`src/rtl/p4_router_ingress_arbiter.sv`:
```
// Packet-atomic round-robin merge of N AXIS ingress streams into one, tagging SOP metadata
// with the source channel ID. Optional per-channel packet counters: P4_ROUTER_INGRESS_ARB_STATS_EN.
module p4_router_ingress_arbiter #(
    parameter int unsigned NUM_CHANNELS  = 4,
    parameter int unsigned DATA_BYTES    = 8,
    parameter int unsigned IN_META_WIDTH = 16,
    localparam int unsigned CHAN_ID_WIDTH = $clog2(NUM_CHANNELS)
) (
    input  logic                                    clk,
    input  logic                                    aresetn,
    input  logic [NUM_CHANNELS-1:0]                 chan_enable,
    input  logic [NUM_CHANNELS*DATA_BYTES*8-1:0]    in_tdata,
    input  logic [NUM_CHANNELS*DATA_BYTES-1:0]      in_tkeep,
    input  logic [NUM_CHANNELS-1:0]                 in_tlast,
    input  logic [NUM_CHANNELS-1:0]                 in_tvalid,
    output logic [NUM_CHANNELS-1:0]                 in_tready,
    input  logic [NUM_CHANNELS*IN_META_WIDTH-1:0]   in_meta,
    output logic [DATA_BYTES*8-1:0]                 out_tdata,
    output logic [DATA_BYTES-1:0]                   out_tkeep,
    output logic                                    out_tlast,
    output logic                                    out_tvalid,
    input  logic                                    out_tready,
    output logic [IN_META_WIDTH+CHAN_ID_WIDTH-1:0]  out_meta,
    output logic                                    out_meta_valid,
    output logic [NUM_CHANNELS*32-1:0]              pkt_count
);

    localparam int unsigned DW = DATA_BYTES * 8;

    typedef enum logic [0:0] {StIdle, StPass} state_e;

    state_e                    state_q, state_d;
    logic [CHAN_ID_WIDTH-1:0]  grant_q, grant_d;
    logic [CHAN_ID_WIDTH-1:0]  last_grant_q, last_grant_d;
    logic                      sop_q, sop_d;

    logic [NUM_CHANNELS-1:0]   req;
    logic                      found;
    logic [CHAN_ID_WIDTH-1:0]  cand;
    logic                      grant_ready;
    logic                      accept;

    logic [DW-1:0]             sel_data;
    logic [DATA_BYTES-1:0]     sel_keep;
    logic                      sel_last;
    logic [IN_META_WIDTH-1:0]  sel_meta;

    logic [DW-1:0]                            out_tdata_q;
    logic [DATA_BYTES-1:0]                    out_tkeep_q;
    logic                                     out_tlast_q;
    logic                                     out_tvalid_q;
    logic [IN_META_WIDTH+CHAN_ID_WIDTH-1:0]   out_meta_q;
    logic                                     out_meta_valid_q;

    assign req         = in_tvalid & chan_enable;
    assign grant_ready = !out_tvalid_q || out_tready;

    // Search starts one past the last grant so the pointer rotates per packet.
    always_comb begin
        found = 1'b0;
        cand  = '0;
        for (int unsigned i = 1; i <= NUM_CHANNELS; i++) begin
            if (!found && req[(32'(last_grant_q) + i) % NUM_CHANNELS]) begin
                found = 1'b1;
                cand  = CHAN_ID_WIDTH'((32'(last_grant_q) + i) % NUM_CHANNELS);
            end
        end
    end

    always_comb begin
        sel_data = '0;
        sel_keep = '0;
        sel_last = 1'b0;
        sel_meta = '0;
        for (int unsigned i = 0; i < NUM_CHANNELS; i++) begin
            if (grant_q == CHAN_ID_WIDTH'(i)) begin
                sel_data = in_tdata[i*DW +: DW];
                sel_keep = in_tkeep[i*DATA_BYTES +: DATA_BYTES];
                sel_last = in_tlast[i];
                sel_meta = in_meta[i*IN_META_WIDTH +: IN_META_WIDTH];
            end
        end
    end

    always_comb begin
        state_d      = state_q;
        grant_d      = grant_q;
        last_grant_d = last_grant_q;
        sop_d        = sop_q;
        in_tready    = '0;
        accept       = 1'b0;
        unique case (state_q)
            StIdle: begin
                if (found) begin
                    grant_d      = cand;
                    last_grant_d = cand;
                    sop_d        = 1'b1;
                    state_d      = StPass;
                end
            end
            StPass: begin
                in_tready[grant_q] = grant_ready;
                accept             = in_tvalid[grant_q] && grant_ready;
                if (accept) begin
                    sop_d = 1'b0;
                    if (sel_last) begin
                        state_d = StIdle;
                    end
                end
            end
            default: state_d = StIdle;
        endcase
    end

    always_ff @(posedge clk or negedge aresetn) begin
        if (!aresetn) begin
            state_q      <= StIdle;
            grant_q      <= '0;
            last_grant_q <= CHAN_ID_WIDTH'(NUM_CHANNELS - 1);
            sop_q        <= 1'b0;
        end else begin
            state_q      <= state_d;
            grant_q      <= grant_d;
            last_grant_q <= last_grant_d;
            sop_q        <= sop_d;
        end
    end

    // Metadata is only refreshed on the SOP beat; later beats keep the old value.
    always_ff @(posedge clk or negedge aresetn) begin
        if (!aresetn) begin
            out_tdata_q      <= '0;
            out_tkeep_q      <= '0;
            out_tlast_q      <= 1'b0;
            out_tvalid_q     <= 1'b0;
            out_meta_q       <= '0;
            out_meta_valid_q <= 1'b0;
        end else if (accept) begin
            out_tdata_q      <= sel_data;
            out_tkeep_q      <= sel_keep;
            out_tlast_q      <= sel_last;
            out_tvalid_q     <= 1'b1;
            out_meta_valid_q <= sop_q;
            if (sop_q) begin
                out_meta_q <= {sel_meta, grant_q};
            end
        end else if (out_tready) begin
            out_tvalid_q     <= 1'b0;
            out_meta_valid_q <= 1'b0;
        end
    end

    assign out_tdata      = out_tdata_q;
    assign out_tkeep      = out_tkeep_q;
    assign out_tlast      = out_tlast_q;
    assign out_tvalid     = out_tvalid_q;
    assign out_meta       = out_meta_q;
    assign out_meta_valid = out_meta_valid_q;

`ifdef P4_ROUTER_INGRESS_ARB_STATS_EN
    logic [31:0] pkt_count_q [NUM_CHANNELS];

    always_ff @(posedge clk or negedge aresetn) begin
        if (!aresetn) begin
            for (int unsigned i = 0; i < NUM_CHANNELS; i++) begin
                pkt_count_q[i] <= '0;
            end
        end else begin
            for (int unsigned i = 0; i < NUM_CHANNELS; i++) begin
                if (accept && sel_last && grant_q == CHAN_ID_WIDTH'(i) &&
                    pkt_count_q[i] != 32'hFFFF_FFFF) begin
                    pkt_count_q[i] <= pkt_count_q[i] + 32'd1;
                end
            end
        end
    end

    for (genvar gi = 0; gi < NUM_CHANNELS; gi++) begin : g_pkt_count
        assign pkt_count[gi*32 +: 32] = pkt_count_q[gi];
    end
`else
    assign pkt_count = '0;
`endif

endmodule
```
`config.mk`:
```
export PLATFORM = sky130hd
export DESIGN_NAME = p4_router_ingress_arbiter
export DESIGN_NICKNAME = d
export VERILOG_FILES = /design/src/rtl/p4_router_ingress_arbiter.sv
export SDC_FILE = /design/constraint.sdc
export NUM_CORES = 1
export LEC_CHECK = 0
export CAP_MARGIN = 20
export CORE_AREA = 2 2 233 235
export CTS_BUF_LIST = sky130_fd_sc_hd__clkbuf_16
export CTS_CLUSTER_DIAMETER = 100
export DETAILED_ROUTE_END_ITERATION = 10
export DIE_AREA = 0 0 235 237
export PLACE_DENSITY = 0.43
export SYNTH_ARGS = -nofsm -noshare
export SYNTH_HDL_FRONTEND = slang
export SYNTH_SLANG_ARGS = --single-unit
export TNS_END_PERCENT = 20
```
`constraint.sdc`:
```
create_clock -name clk -period 2 [get_ports clk]
set_input_delay 0.4 -clock clk [delete_from_list [all_inputs] [get_ports clk]]
set_output_delay 0.4 -clock clk [all_outputs]
set_load 0.1 [all_outputs]
```
# Word-level counts from Yosys, hierarchy flattened
# Cells that the tools add are included.
# word_totals
regBits,99
in_bits,367
out_inout_bits,225
word_cells,91
# classes
add_sub_neg,4
n_lt_le_gt_ge,6
n_eq_ne,5
n_mux,48
n_bitwise,3
n_reduce_logical,15
# ops
cell,count
2-to-1 mux 64 bit,4
2-to-1 mux 16 bit,4
2-to-1 mux 8 bit,4
2-to-1 mux 1 bit,23
< comparator 2 x 3 -> 1 bit (second input constant),5
binary-select mux 1 bit (select 2 bit),5
AND 4 bit,2
2-to-1 mux 2 bit,4
AND reduction 2 bit,3
logical AND 1 bit,5
adder 2 x 1 -> 2 bit (second input constant),2
adder 2 bit (second input constant),2
== test 2 bit (second input constant),2
logical NOT 1 bit,4
2-to-1 mux 4 bit,1
one-hot mux 1 bit (2 select lines),2
demux 1 bit (select 2 bit),1
== test 2 x 1 -> 1 bit (second input constant),1
greater-or-equal comparator 2 x 1 -> 1 bit (second input constant),1
logical NOT 2 bit,1
!= test 2 x 1 -> 1 bit (second input constant),1
!= test 2 bit (second input constant),1
nonzero test 2 bit,1
logical OR 1 bit,1
inverter 1 bit,1

# Logic depth before layout (Yosys ltp)
# Gate-level depths: netlist of run 1.
# depth
word_depth,15
mapped_depth,7
ltp_nobuf,4

# Worst setup path after synthesis of run 1
# Ideal clock, no wire load.
# synth_path
kind,register -> output
startpoint,"register out_tvalid_q, in the netlist out_tvalid"
endpoint,output port in_tready[0]
arrival_ns,3.480
required_ns,1.600
path_slack_ns,-1.880
path_stages_with_launch,4
path_cell_list,dfrtp_1 nand2b_1 and2_0 nor3b_1
# synth_via
elab_chain_cells,4
# synth_lines
element,line,text
start: declaration,51,logic out_tvalid_q;
start signal: assignment,135,out_tvalid_q <= 1'b0;
start signal: assignment,142,out_tvalid_q <= 1'b1;
start signal: assignment,148,out_tvalid_q <= 1'b0;
logical NOT 1 bit,56,assign grant_ready = !out_tvalid_q || out_tready;
logical OR 1 bit,56,
AND 4 bit (no line),n/a,
2-to-1 mux 4 bit,92,unique case (state_q)
end: declaration,16,"output logic [NUM_CHANNELS-1:0] in_tready,"
# Every way passes these cells.

# Worst setup path in the final report of run 1
# layout_path
startpoint,register grant_q[1]
endpoint,"register out_tdata_q[56], in the netlist out_tdata[56]"
# layout_via
elab_chain_cells,5
elab_cells_between_ends,12
cone_classes,3 x eq/ne; 7 x mux; 2 x reduce/logical
# layout_lines
element,line,text
start: declaration,33,"logic [CHAN_ID_WIDTH-1:0] grant_q, grant_d;"
start signal: assignment,123,grant_q <= grant_d;
logical NOT 2 bit,76,if (grant_q == CHAN_ID_WIDTH'(i)) begin
2-to-1 mux 64 bit (4 in series),76,
end signal: assignment,139,out_tdata_q <= sel_data;
end: declaration,48,logic [DW-1:0] out_tdata_q;
# Several ways; a longest one is shown, not always the timed one. The select of a mux whose other input is x is not followed.
# A chain may end at the register's enable or synchronous reset.

==> results.yml, run 1 <==
clock_network:
  cts_root_buf: "clkbuf_16"
  h-tree-depth: 3
  cts_made_buffers: 9
  clkLatencyLatePin_ps: 390
  clk_pin_slew_ps: 90
  numClockSinks: 99
  clockBufferDepth: 2
  cts_tree: "done"
yosys:
  synth-seq-cells: 99
  syn_avg_cell_area_um2: 14.32
  synth_warnings: 0
  syn_area_um2: 6930
  synth_largest_area_cell: "dfrtp_1"
  synth_area_leaders: "dfrtp_1 (35%), mux4_2 (29%), buf_4 (14%)"
  synth_edf_count: 0
  synthTopCellsByCount: "buf_4 (130), dfrtp_1 (97), mux4_2 (90)"
  yosysUniqueCellTypes: 30
  netlist.area_leader.share_pct: 35.02
  async_reset_ff_share_pct: 100.0
  ys.flop_type: "dfrtp_1"
  yosysMostFrequentCell: "buf_4"
  syn-instance-count: 484
  yosysSeqAreaShare_pct: 35.78
drt:
  routed_via_density: 3.479
  drc_errors: 0
  drt_pass1_iterations: 4
  drt-initial-drc-count: 165
  wl_per_cell_um: 18.27
  wirelength_mm: 30.72
  vias: 5851
  ant_nets: 0
timing:
  holdWs_ps: 429.3
  fmax_mhz: 486.9
  drv_slew: 0
  maxSlewHeadroom_pct: 65.60
  finalHoldViolCount: 0
  setup_viol: 67
  fin_crit_sh_pct: 102.7
  finClkSkew_ps: 16.41
  rsz0062_at_grt: "true"
  finalWorstSetupSlack_ps: -53.76
  period_minus_slack_ps: 2054
  tightest_slew_ps: 516.0
floorplan:
  die_height_um: 237
  fp.dieW_um: 235
  num_rows: 85
  initial_core_util_pct: 13.01
  design.core.area_um2: 53280
  dieArea_um2: 55700
  pin_count: 592
global_routing:
  grtUsageTotal_pct: 10.20
  grt_overflow: 0
  grt_pass1_vias: 6022
  grt_start_max_net_pins: 46
  antenna_found_initial: 13
  grt_pass1_wl_mm: 40.93
setup_path:
  worstPathCellList: "buf_6 -> mux4_2 -> nand3_4 -> buf_12 -> buf_12 -> mux2_1"
  crit_path_frequent_cell: "buf_12"
  start_kind: "flip-flop"
  crit_path_max_fanout: 12
  regToRegSetupSlack_ps: -50
  cp-end-kind: "flip-flop"
  worstPathArrival_ps: 2310
  crit_type: "reg -> reg"
  crit_required_ps: 2260
  cpPeakStageDelay_ps: 510
  cpMaxStageDelayCell: "mux4_2"
run_status:
  violations: "negative setup slack"
  outcome: "finished, violations left"
pwr:
  combinationalPowerShare_pct: 76.9
  seqPwrFrac_pct: 15.0
  intPower_uw: 11010
  power_density_nw_per_um2: 1905
  switching_share_pct: 55.46
  ir_drop_uv: 697.1
  p_leak_uw: 0.005434
  power.switching_uw: 13710
  clkPwrFrac_pct: 8.0
cells_and_area:
  area_delta_synth_final_pct: 87.27
  final_core_util_pct: 24.36
  final_cells: 1682
  stdcell_area_um2: 12980
  fin_nets: 1346
  drive_gt1_share_pct: 35.71
flow_run:
  max_cap_violations: 0
place:
  port_buffers: 463
  place_ws_ps: -366.2
  dpl_cell_area_um2: 12080
  dp_cells: 1646
  globalplace.congestion: 0.7838
  hpwlAfterDp_mm: 23.56
min_path:
  hp-class: "in -> async"
==> repair_timing <==
| action | in CTS | in global routing |
|---|---|---|
| setup endpoints to repair | 4 | 76 |
| hold endpoints to repair | 13 | 0 |
| hold buffers | 1 | 0 |
| setup buffers | 5 | 4 |
| gates resized for setup | 4 | 64 |
| pin swaps | 2 | 1 |
| cloned | 3 | 5 |
==> sequential cells by signal, indices dropped and copies added (netlist names) <==
signal and count:
out_tvalid 1, out_meta 18, state_q 1, grant_q 2
out_tdata 64, out_meta_valid 1, last_grant_q 2, sop_q 1
out_tlast 1, out_tkeep 8
==> power by group through the flow <==
stage / Sequential (uW) / Combinational (uW) / Clock (uW)
2_1_floorplan: 10600 / 6030 / 0
5_1_grt: 3860 / 19800 / 2190
6_report: 3720 / 19000 / 1990
4_1_cts: 3700 / 17900 / 2140
3_3_place_gp: 3740 / 17400 / 0
3_5_place_dp: 3750 / 17400 / 0
==> per-layer routing <==
layer	track usage, %	vias to the layer above	wire (um)
met5	0	-	96
met4	2.436	16	433
met3	4.756	35	3096
met2	18.06	373	15470
met1	10.99	2850	11620
li1	-	2577	-
==> cells in the final DEF, fill, tap and decap left out, types with 5 or more instances in the layout <==
master | Yosys | layout
mux2_2 | 64 | 27
mux4_2 | 90 | 90
nand2_1 | 10 | 9
buf_12 | 0 | 19
buf_4 | 130 | 116
nor2_1 | 8 | 6
mux2_4 | 0 | 55
mux2_1 | 26 | 8
clkdlybuf4s50_1 | 0 | 364
dfrtp_1 | 97 | 94
clkbuf_16 | 0 | 13
buf_6 | 6 | 5
conb_1 | 1 | 128
==> cells by family (layout without fill, tap and decap cells) <==
| logic type | Yosys count | count (layout) | synth area share [%] |
|---|---|---|---|
| flip-flops | 99 | 99 | 35.78 |
| multiplexers | 180 | 180 | 43.87 |
| AND/OR/NAND/NOR | 33 | 33 | 2.492 |
| AO/OA/AOI/OAI | 12 | 12 | 1.282 |
| buffers and inverters | 159 | 531 | 16.52 |
| other | 1 | 131 | 0.05411 |
==> path summary, 6_finish.rpt <==
kind	cells past startpoint	to	startpoint
setup / recovery	6	out_tdata[56]	grant_q[1]
hold / removal	2	out_tdata[30]	aresetn
setup reg to reg	6	out_tdata[56]	grant_q[1]
hold reg to reg	1	out_tdata[49]	out_tdata[49]
max in group asynchronous	4	out_tdata[31]	aresetn
min in group clk	3	out_meta_valid	out_tready
==> area by class of cell <==
type / count / area, um^2
Fill cell: 5619 / 40300
Clock inverter: 6 / 90.09
Antenna cell: 3 / 7.507
Timing Repair Buffer: 516 / 5250
Multi-Input combinational cell: 353 / 4044
Clock buffer: 9 / 225.2
Sequential cell: 99 / 2491
Tap cell: 696 / 870.8
==> metrics by stage <==
step / setup TNS (ps) / power, uW
floorplan: -142.3 / 16670
global placement: -24810 / 21160
detailed placement: -26810 / 21190
CTS: -2921 / 23760
global route: -5788 / 25850
finish: -1402 / 24730
==> worst max-delay path: cells and delay by family (launching register included) <==
kind | cells | cell delay, ps
buf+inv | 3 | 450
flops | 1 | 480
mux | 2 | 840
simple gates | 1 | 140
(Power assumes the default switching activity.)
==> inputs of run 2 (changes only) <==
--- a/config.mk
+++ b/config.mk
@@ -11,6 +11,7 @@
 export CTS_CLUSTER_DIAMETER = 100
 export DETAILED_ROUTE_END_ITERATION = 10
 export DIE_AREA = 0 0 235 237
+export GPL_ROUTABILITY_DRIVEN = 0
 export PLACE_DENSITY = 0.43
 export SYNTH_ARGS = -nofsm -noshare
 export SYNTH_HDL_FRONTEND = slang
==> results of run 2 <==
The final DEF is identical to that of run 1; final timing and power are the same.
